`src/rtl/usb3_phy_pkg.sv`:
```
// Shared 8b/10b definitions: K-code byte values, running-disparity encodings,
// symbol width and the stage-1 register layout of the line encoder.
package usb3_phy_pkg;

  localparam int SYM_W = 10;

  localparam logic RD_NEG = 1'b0;
  localparam logic RD_POS = 1'b1;

  localparam logic [7:0] K28_0 = 8'h1C;
  localparam logic [7:0] K28_1 = 8'h3C;
  localparam logic [7:0] K28_2 = 8'h5C;
  localparam logic [7:0] K28_3 = 8'h7C;
  localparam logic [7:0] K28_4 = 8'h9C;
  localparam logic [7:0] K28_5 = 8'hBC;
  localparam logic [7:0] K28_6 = 8'hDC;
  localparam logic [7:0] K28_7 = 8'hFC;
  localparam logic [7:0] K23_7 = 8'hF7;
  localparam logic [7:0] K27_7 = 8'hFB;
  localparam logic [7:0] K29_7 = 8'hFD;
  localparam logic [7:0] K30_7 = 8'hFE;

  // A7 sub-block in its RD- form
  localparam logic [3:0] ALT7_RDN = 4'b0111;

  // Codes are stored in RD- form; sel* = complement under RD+, dis* = flips RD.
  typedef struct packed {
    logic [5:0] code6;
    logic       dis6;
    logic       sel6;
    logic [3:0] code4;
    logic       dis4;
    logic       sel4;
    logic       alt_neg;
    logic       alt_pos;
    logic       k_err;
    logic       valid;
  } enc_stage1_t;

  function automatic logic is_legal_k(input logic [7:0] byte_val);
    logic [4:0] x5;
    logic [2:0] y3;
    x5 = byte_val[4:0];
    y3 = byte_val[7:5];
    return (x5 == 5'd28) ||
           ((y3 == 3'd7) && ((x5 == 5'd23) || (x5 == 5'd27) ||
                             (x5 == 5'd29) || (x5 == 5'd30)));
  endfunction

endpackage

```
`src/rtl/enc8b10b_lut.sv`:
```
// Combinational 5b/6b and 3b/4b lookup. Produces RD- codes plus the flags
// stage 2 needs to pick polarity, apply the alternate-7 form and track RD.
module enc8b10b_lut
  import usb3_phy_pkg::*;
(
  input  logic [4:0] x5,
  input  logic [2:0] y3,
  input  logic       k_flag,
  output logic [5:0] code6,
  output logic       dis6,
  output logic       sel6,
  output logic [3:0] code4,
  output logic       dis4,
  output logic       sel4,
  output logic       alt_neg,
  output logic       alt_pos,
  output logic       k_legal
);

  always_comb begin
    k_legal = k_flag && is_legal_k({y3, x5});

    code6 = 6'b000000;
    case (x5)
      5'd0:  code6 = 6'b100111;
      5'd1:  code6 = 6'b011101;
      5'd2:  code6 = 6'b101101;
      5'd3:  code6 = 6'b110001;
      5'd4:  code6 = 6'b110101;
      5'd5:  code6 = 6'b101001;
      5'd6:  code6 = 6'b011001;
      5'd7:  code6 = 6'b111000;
      5'd8:  code6 = 6'b111001;
      5'd9:  code6 = 6'b100101;
      5'd10: code6 = 6'b010101;
      5'd11: code6 = 6'b110100;
      5'd12: code6 = 6'b001101;
      5'd13: code6 = 6'b101100;
      5'd14: code6 = 6'b011100;
      5'd15: code6 = 6'b010111;
      5'd16: code6 = 6'b011011;
      5'd17: code6 = 6'b100011;
      5'd18: code6 = 6'b010011;
      5'd19: code6 = 6'b110010;
      5'd20: code6 = 6'b001011;
      5'd21: code6 = 6'b101010;
      5'd22: code6 = 6'b011010;
      5'd23: code6 = 6'b111010;
      5'd24: code6 = 6'b110011;
      5'd25: code6 = 6'b100110;
      5'd26: code6 = 6'b010110;
      5'd27: code6 = 6'b110110;
      5'd28: code6 = 6'b001110;
      5'd29: code6 = 6'b101110;
      5'd30: code6 = 6'b011110;
      default: code6 = 6'b101011;
    endcase
    if (k_legal && (x5 == 5'd28)) begin
      code6 = 6'b001111;
    end

    code4 = 4'b0000;
    if (k_legal) begin
      // K28.x has its own 3b/4b set; the other legal K codes are all .7 (A7 form)
      if (x5 == 5'd28) begin
        case (y3)
          3'd0:    code4 = 4'b1011;
          3'd1:    code4 = 4'b0110;
          3'd2:    code4 = 4'b1010;
          3'd3:    code4 = 4'b1100;
          3'd4:    code4 = 4'b1101;
          3'd5:    code4 = 4'b0101;
          3'd6:    code4 = 4'b1001;
          default: code4 = ALT7_RDN;
        endcase
      end else begin
        code4 = ALT7_RDN;
      end
    end else begin
      case (y3)
        3'd0:    code4 = 4'b1011;
        3'd1:    code4 = 4'b1001;
        3'd2:    code4 = 4'b0101;
        3'd3:    code4 = 4'b1100;
        3'd4:    code4 = 4'b1101;
        3'd5:    code4 = 4'b1010;
        3'd6:    code4 = 4'b0110;
        default: code4 = 4'b1110;
      endcase
    end

    dis6 = ($countones(code6) != 3);
    sel6 = dis6 || (code6 == 6'b111000);
    dis4 = ($countones(code4) != 2);
    sel4 = dis4 || (code4 == 4'b1100) || k_legal;

    // A7 avoids a run of five identical bits across the 6b/4b boundary
    alt_neg = !k_legal && (y3 == 3'd7) &&
              ((x5 == 5'd17) || (x5 == 5'd18) || (x5 == 5'd20));
    alt_pos = !k_legal && (y3 == 3'd7) &&
              ((x5 == 5'd11) || (x5 == 5'd13) || (x5 == 5'd14));
  end

endmodule

```
`src/rtl/encoder_8b10b.sv`:
```
// Two-stage 8b/10b line encoder with running-disparity tracking.
// Optional k_err_cnt statistics port enabled by defining ENC8B10B_STATS_EN.
module encoder_8b10b
  import usb3_phy_pkg::*;
#(
  parameter logic INIT_RD = RD_NEG
) (
  input  logic             clk,
  input  logic             rst,
  input  logic [7:0]       data_in,
  input  logic             is_control,
  input  logic             data_valid,
  output logic [SYM_W-1:0] symbol,
  output logic             symbol_valid,
  output logic             rd_out,
  output logic             k_err
`ifdef ENC8B10B_STATS_EN
  , output logic [15:0]    k_err_cnt
`endif
);

  enc_stage1_t s1_reg;
  enc_stage1_t s1_next;

  logic [5:0] lut_code6;
  logic       lut_dis6;
  logic       lut_sel6;
  logic [3:0] lut_code4;
  logic       lut_dis4;
  logic       lut_sel4;
  logic       lut_alt_neg;
  logic       lut_alt_pos;
  logic       lut_k_legal;

  enc8b10b_lut u_lut (
    .x5      (data_in[4:0]),
    .y3      (data_in[7:5]),
    .k_flag  (is_control),
    .code6   (lut_code6),
    .dis6    (lut_dis6),
    .sel6    (lut_sel6),
    .code4   (lut_code4),
    .dis4    (lut_dis4),
    .sel4    (lut_sel4),
    .alt_neg (lut_alt_neg),
    .alt_pos (lut_alt_pos),
    .k_legal (lut_k_legal)
  );

  always_comb begin
    s1_next         = '0;
    s1_next.code6   = lut_code6;
    s1_next.dis6    = lut_dis6;
    s1_next.sel6    = lut_sel6;
    s1_next.code4   = lut_code4;
    s1_next.dis4    = lut_dis4;
    s1_next.sel4    = lut_sel4;
    s1_next.alt_neg = lut_alt_neg;
    s1_next.alt_pos = lut_alt_pos;
    s1_next.k_err   = is_control && !lut_k_legal;
    s1_next.valid   = data_valid;
  end

  always_ff @(posedge clk) begin
    if (rst) begin
      s1_reg <= '0;
    end else begin
      s1_reg <= s1_next;
    end
  end

  logic [SYM_W-1:0] symbol_reg;
  logic [SYM_W-1:0] symbol_next;
  logic             valid_reg;
  logic             k_err_reg;
  logic             rd_reg;
  logic             rd_next;
  logic             rd_mid;
  logic             use_alt;
  logic [5:0]       sym6;
  logic [3:0]       code4_pick;
  logic [3:0]       sym4;

  // Both sub-block polarity decisions resolve here in one cycle, so
  // back-to-back bytes never stall on the RD dependency.
  always_comb begin
    rd_mid      = rd_reg ^ s1_reg.dis6;
    sym6        = (s1_reg.sel6 && rd_reg) ? ~s1_reg.code6 : s1_reg.code6;
    use_alt     = rd_mid ? s1_reg.alt_pos : s1_reg.alt_neg;
    code4_pick  = use_alt ? ALT7_RDN : s1_reg.code4;
    sym4        = (s1_reg.sel4 && rd_mid) ? ~code4_pick : code4_pick;
    rd_next     = rd_mid ^ s1_reg.dis4;
    symbol_next = {sym6, sym4};
  end

  always_ff @(posedge clk) begin
    if (rst) begin
      symbol_reg <= '0;
      valid_reg  <= 1'b0;
      k_err_reg  <= 1'b0;
      rd_reg     <= INIT_RD;
    end else begin
      valid_reg <= s1_reg.valid;
      k_err_reg <= s1_reg.valid && s1_reg.k_err;
      if (s1_reg.valid) begin
        symbol_reg <= symbol_next;
        rd_reg     <= rd_next;
      end
    end
  end

  assign symbol       = symbol_reg;
  assign symbol_valid = valid_reg;
  assign rd_out       = rd_reg;
  assign k_err        = k_err_reg;

`ifdef ENC8B10B_STATS_EN
  logic [15:0] k_err_cnt_reg;

  always_ff @(posedge clk) begin
    if (rst) begin
      k_err_cnt_reg <= '0;
    end else if (s1_reg.valid && s1_reg.k_err && (k_err_cnt_reg != 16'hFFFF)) begin
      k_err_cnt_reg <= k_err_cnt_reg + 16'd1;
    end
  end

  assign k_err_cnt = k_err_cnt_reg;
`endif

endmodule
```
`config.mk`:
```
export PLATFORM = sky130hd
export DESIGN_NAME = encoder_8b10b
export DESIGN_NICKNAME = d
export VERILOG_FILES = /design/src/rtl/usb3_phy_pkg.sv /design/src/rtl/enc8b10b_lut.sv /design/src/rtl/encoder_8b10b.sv
export SDC_FILE = /design/constraint.sdc
export NUM_CORES = 1
export LEC_CHECK = 0
export CORE_MARGIN = 1
export CORE_UTILIZATION = 50
export CTS_CLUSTER_DIAMETER = 50
export DETAILED_ROUTE_END_ITERATION = 10
export PLACE_DENSITY = 0.86
export SYNTH_ARGS = -nofsm -noshare
export SYNTH_HDL_FRONTEND = slang
export SYNTH_SLANG_ARGS = --single-unit
```
`constraint.sdc`:
```
create_clock -name clk -period 3.7 [get_ports clk]
set_clock_uncertainty 0.15 [all_clocks]
set_input_delay 1.11 -clock clk [delete_from_list [all_inputs] [get_ports clk]]
set_output_delay 1.11 -clock clk [all_outputs]
set_load 0.005 [all_outputs]
```
==> results of run 1 <==
==> where the power goes <==
group / leakage [nW] / internal, mW / switching (mW)
Clock: 0.0612 / 0.218 / 0.119
Sequential: 0.257 / 0.367 / 0.0236
Combinational: 0.866 / 0.195 / 0.168
==> layout make-up <==
cell class / instances / area (um2) / share of cell area
Multi-Input combinational cell: 166 / 1420 / 0.495
Sequential cell: 31 / 621 / 0.216
Timing Repair Buffer: 71 / 602 / 0.209
Clock buffer: 6 / 82.6 / 0.0287
Tap cell: 48 / 60.1 / 0.0209
Inverter: 13 / 52.6 / 0.0183
Clock inverter: 2 / 35.0 / 0.0122
==> cell usage in the layout, fill, tap and decap left out, drive strengths merged, types with 2 or more instances in the layout <==
cell type / Yosys / final
buf: 7 / 48
dfxtp: 31 / 31
nor2: 26 / 26
clkdlybuf4s50: 0 / 19
nand2: 18 / 18
ha: 17 / 17
inv: 13 / 12
xor2: 10 / 10
a211oi: 10 / 10
a21oi: 9 / 9
nor3: 7 / 7
clkbuf: 6 / 7
o21ai: 7 / 7
nand2b: 5 / 5
nor2b: 4 / 4
and2: 4 / 4
o211ai: 3 / 3
xnor2: 3 / 3
a31oi: 3 / 3
a2111oi: 3 / 3
fa: 3 / 3
and4: 2 / 2
a32oi: 2 / 2
and3: 2 / 2
mux2i: 2 / 2
or3: 2 / 2
a21boi: 2 / 2
dlygate4sd2: 0 / 2
o2111ai: 2 / 2
nand3: 2 / 2
o311ai: 2 / 2
==> repair_timing <==
| item | 4_1_cts | 5_1_grt |
|---|---|---|
| pin swaps | 7 | 15 |
| setup buffers | 1 | 1 |
| gates cloned | 1 | 0 |
| endpoints found under the setup margin | 4 | 2 |
| gates resized for setup | 26 | 33 |
| endpoints found under the hold margin | 0 | 0 |
==> routing by layer <==
metal  routed length (um)  global-route usage  vias up
met5                    0                   0        -
met2                 2270               0.362       54
met4                   82               0.111        0
met3                  155              0.0464        7
met1                 1930               0.254      799
li1                     -                   -      918
==> stage by stage <==
stage	TNS, ns	hold WS [ns]	total power, mW	setup WS (ns)	cell area (um2)
5_1_grt	-0.0731	0.298	1.16	-0.0575	2880
3_3_place_gp	-2.34	0.260	0.677	-0.683	2530
2_1_floorplan	0	0.256	0.570	0.00539	1960
6_report	0	0.275	1.09	0.0463	2880
3_5_place_dp	-2.58	0.261	0.688	-0.741	2530
4_1_cts	0	0.275	1.04	0.00702	2730
==> worst paths after layout <==
path                   start         end  slack [ns]  cells past startpoint
setup / recovery  data_in[0]  s1_reg[10]        0.05                     13
hold / removal     s1_reg[1]       k_err        0.27                      1
setup reg to reg      rd_out   symbol[0]        2.17                      3
hold reg to reg    s1_reg[1]       k_err        0.27                      1
==> cells by family after synthesis <==
kind of cell | share of synthesized area
compound gates | 0.214
xor+xnor | 0.0586
fa+ha+maj | 0.140
buf+inv | 0.0560
flops | 0.319
mux | 0.0103
simple gates | 0.202
==> results.py, run 1 <==
metrics = {
    "yosys": {
        "syn_nets": 255,
        "synthDominantCellAreaShare": 0.319,
        "synth-async-reset-ratio": 0,
        "syn_area_per_cell_um2": 8.71,
        "synth_top_area_cell": "dfxtp_1",
        "ys_warn_count": 0,
        "ys_dominant_reg_cell": "dfxtp_1",
        "synthTopCellsByArea": "dfxtp_1, ha_1, nor2_1, xor2_1, a211oi_1",
        "syn_area_um2": 1940,
        "yosys.cell_types.count": 52,
        "ys_ff_latch": 31,
        "syn_inst": 223,
        "synthTopCellsByCount": "dfxtp_1, nor2_1, nand2_1",
        "synth_most_common_cell": "dfxtp_1",
        "synth_edf_count": 0,
        "ys_seq_area_frac": 0.319,
    },
    "clocking": {
        "root_buffer": "clkbuf_8",
        "clk_latency_ns": 0.28,
        "cts_made_buffers": 5,
        "cts.clk_slew.worst_paths_ns": 0.06,
        "htree_levels": 2,
        "cts_tree": "done",
        "cts_sinks": 31,
        "cts_hold_buf": 0,
        "cts_buffer_depth": 2,
    },
    "setup_path": {
        "max_stage_delay_ns": 0.49,
        "cp_data_arrival_time_ns": 3.67,
        "cpLargestDelayFamily": "adder cells",
        "critPathRequiredTime_ns": 3.72,
        "worstPathMaxFanout": 7,
        "cp-start-kind": "input port",
        "endpoint_kind": "flip-flop",
        "critPathBufInv": 5,
        "path_cells": "buf_4, buf_4, ha_2, buf_6, and3_1, o31a_1, buf_6, ha_4, inv_2, fa_1, nor4b_4, nor2_1, a41o_1",
        "slowest_stage": "fa_1",
        "worst-setup-path-type": "in -> reg",
    },
    "sta": {
        "setup_viol_count_final": 0,
        "fmax_ghz": 0.274,
        "tightest_slew_ns": 0.751,
        "period_share": 0.987,
        "slew_viol_final": 0,
        "slew_headroom": 0.498,
        "hold_viol": 0,
        "post-route-min-period_ns": 3.65,
    },
    "drt": {
        "drtIter0Drc": 72,
        "ant_nets": 0,
        "vias": 1778,
        "drtPass1Iterations": 4,
        "wl_per_cell_um": 13.2,
        "viasPerCell": 5.28,
        "drc_errors": 0,
        "wirelength_mm": 4.44,
    },
    "layout": {
        "layout.nets": 320,
        "drive_above_1_share": 0.346,
        "diodes": 0,
        "largest_register_ff_count": 18,
        "syn_to_final_growth_pct": 48.0,
        "fin_cells": 337,
        "nFillCells": 247,
        "fin_util": 0.780,
    },
    "hold_path": {
        "hold_class": "reg -> reg",
    },
    "placement": {
        "place_congestion": 0.866,
        "dp_hpwl_mm": 3.14,
        "io_buffers": 24,
        "place_inst": 326,
    },
    "outcome": {
        "status": "complete, no violations",
    },
    "floorplanning": {
        "dieHeight_um": 64.3,
        "chipWidth_um": 64.3,
        "num_io_pins": 25,
        "initial_core_util": 0.527,
        "rows": 22,
        "core_area_um2": 3690,
        "die_area_um2": 4140,
    },
    "grt": {
        "antenna_found_initial": 0,
        "grt_overflow": 0,
        "grt_pass1_wl_mm": 6.91,
        "grt_usage": 0.215,
        "grt_pass1_vias": 1619,
        "grt_max_degree": 24,
    },
    "job": {
        "max-cap-violations": 0,
    },
    "pwr": {
        "power_density_nw_per_um2": 379,
        "p_leak_nw": 1.18,
        "peakVddDrop_mv": 0.199,
    },
}
(Power assumes the default switching activity.)
==> run 2, diff against run 1 <==
--- a/config.mk
+++ b/config.mk
@@ -6,10 +6,11 @@
 export NUM_CORES = 1
 export LEC_CHECK = 0
 export CORE_MARGIN = 1
-export CORE_UTILIZATION = 50
+export CORE_UTILIZATION = 57
 export CTS_CLUSTER_DIAMETER = 50
 export DETAILED_ROUTE_END_ITERATION = 10
-export PLACE_DENSITY = 0.86
+export DONT_BUFFER_PORTS = 1
+export PLACE_DENSITY = 0.85
 export SYNTH_ARGS = -nofsm -noshare
 export SYNTH_HDL_FRONTEND = slang
 export SYNTH_SLANG_ARGS = --single-unit
==> results.py, run 2 (synthesis results as in run 1) <==
metrics = {
    "sta": {
        "tns_ns": 0,
        "rsz0062_at_grt": "no",
        "slew_viol_final": 0,
        "hold_viol": 0,
        "period_share": 0.950,
        "post-route-min-period_ns": 3.51,
        "setup_viol_count_final": 0,
        "tightest_slew_ns": 0.744,
        "slew_headroom": 0.503,
        "fmax_ghz": 0.285,
    },
    "drt": {
        "ant_nets": 0,
        "drtPass1Iterations": 4,
        "wl_per_cell_um": 13.0,
        "vias": 1551,
        "wirelength_mm": 3.61,
        "viasPerCell": 5.60,
        "drtIter0Drc": 88,
        "drc_errors": 0,
    },
    "pwr": {
        "peakVddDrop_mv": 0.116,
        "power_density_nw_per_um2": 377,
        "p_leak_nw": 0.892,
    },
    "clocking": {
        "cts_sinks": 31,
        "cts_setup_buffers": 0,
        "cts_made_buffers": 5,
        "htree_levels": 2,
        "root_buffer": "clkbuf_4",
        "clk_latency_ns": 0.32,
        "cts_hold_buf": 0,
        "cts.clk_slew.worst_paths_ns": 0.09,
        "cts_tree": "done",
        "cts_resized": 0,
        "cts_buffer_depth": 2,
    },
    "layout": {
        "drive_above_1_share": 0.146,
        "final_cell_mix": "dfxtp_1, nor2_1, nand2_1, ha_1, buf_4",
        "largest_register_ff_count": 18,
        "layout.nets": 265,
        "nFillCells": 264,
        "final_common_cell": "dfxtp_1",
        "diodes": 0,
        "syn_to_final_growth_pct": 9.79,
        "finalInstanceArea_um2": 2130,
    },
    "placement": {
        "dp_hpwl_mm": 2.81,
        "place_congestion": 0.879,
        "post_dp_cell_area_um2": 2080,
        "io_buffers": 0,
    },
    "floorplanning": {
        "num_io_pins": 25,
        "rows": 20,
        "core_area_um2": 3150,
        "chipWidth_um": 60.4,
        "die_area_um2": 3650,
        "dieHeight_um": 60.4,
        "initial_core_util": 0.616,
    },
    "outcome": {
        "status": "complete, no violations",
    },
    "setup_path": {
        "critPathRequiredTime_ns": 3.77,
        "worst_r2r_path_depth": 3,
        "cp_data_arrival_time_ns": 3.58,
        "worstPathMaxFanout": 6,
        "crit_start": "data_in[0]",
        "cp-start-kind": "input port",
        "worst-setup-path-type": "in -> reg",
        "r2r-start": "rd_out",
        "r2r-end": "symbol[1]",
        "endpoint_kind": "flip-flop",
        "regToRegSetupSlack_ns": 2.17,
    },
    "grt": {
        "grt_usage": 0.229,
        "grt_max_degree": 29,
        "grt_pass1_vias": 1457,
        "antenna_found_initial": 0,
        "grt_pass1_wl_mm": 6.15,
        "grt_overflow": 0,
    },
    "hold_path": {
        "min_from": "s1_reg[1]",
        "holdPathStages": 1,
        "holdPathEnd": "k_err",
        "hold_class": "reg -> reg",
    },
    "job": {
        "max-cap-violations": 0,
    },
}
-- run 2: cell count changes in the layout (fill, tap and decap cells not counted), sizes merged --
cell           previous run  this run
buf                      48        16
clkdlybuf4s50            19         0
dlygate4sd2               2         0
bufinv                    1         0
clkbuf                    7         6
clkdlybuf4s15             1         0
-- run 2: how the worst max path moves through the flow --
stage	end	slack [ns]	cells after the start
after floorplan	s1_reg[10]	0.005	11
after global placement	s1_reg[10]	-0.09	12
after detailed placement	s1_reg[10]	-0.14	11
after CTS	s1_reg[10]	0.21	11
after global routing	s1_reg[10]	0.02	14
final	s1_reg[10]	0.19	11
-- run 2: final cells by class --
cell class	instances	area, um2	share of cell area
Inverter	13	52.6	0.0246
Clock inverter	1	5.00	0.00235
Sequential cell	31	621	0.291
Tap cell	44	55.1	0.0258
Multi-Input combinational cell	166	1230	0.576
Clock buffer	6	51.3	0.0240
Timing Repair Buffer	16	120	0.0563
-- run 2: worst max-delay path, stage by stage --
cell and delay (ns):
clkinvlp_4 0.11, ha_4 0.20, a2111oi_0 0.43, o31a_1 0.23
inv_1 0.05, ha_1 0.21, fa_1 0.45, ha_1 0.28
nor4b_1 0.23, nor2_1 0.09, a41o_1 0.20
-- run 2: per-stage QoR --
stage,setup slack (ns),total power [mW],utilization,hold slack [ns],std cells
2_1_floorplan,0.00539,0.570,-,0.256,223
3_3_place_gp,-0.0875,0.609,0.659,0.257,270
3_5_place_dp,-0.145,0.623,0.659,0.263,270
4_1_cts,0.208,0.812,0.677,0.278,277
5_1_grt,0.0206,0.866,0.677,0.318,277
6_report,0.186,0.805,0.677,0.279,277
-- run 2: per-layer routing --
layer  global-route usage  part of all wire  vias to the layer above
li1                     -                 -                      811
met3               0.0533             0.048                        6
met2                0.392              0.50                       42
met4               0.0997             0.017                        0
met5                    0                 0                        -
met1                0.274              0.44                      692
-- run 2: report_power, final --
| part | internal [mW] | switching, mW | leakage [nW] |
|---|---|---|---|
| Sequential | 0.367 | 0.0257 | 0.257 |
| Combinational | 0.113 | 0.109 | 0.601 |
| Clock | 0.0878 | 0.103 | 0.0341 |
| Total | 0.567 | 0.238 | 0.892 |
==> run 3, diff against run 2 <==
--- a/config.mk
+++ b/config.mk
@@ -5,12 +5,12 @@
 export SDC_FILE = /design/constraint.sdc
 export NUM_CORES = 1
 export LEC_CHECK = 0
+export ABC_CLOCK_PERIOD_IN_PS = 3700
 export CORE_MARGIN = 1
-export CORE_UTILIZATION = 57
+export CORE_UTILIZATION = 50
 export CTS_CLUSTER_DIAMETER = 50
 export DETAILED_ROUTE_END_ITERATION = 10
-export DONT_BUFFER_PORTS = 1
-export PLACE_DENSITY = 0.85
+export PLACE_DENSITY = 0.86
 export SYNTH_ARGS = -nofsm -noshare
 export SYNTH_HDL_FRONTEND = slang
 export SYNTH_SLANG_ARGS = --single-unit
==> results of run 3 <==
Final layout, timing and power as in run 1 (identical DEF).
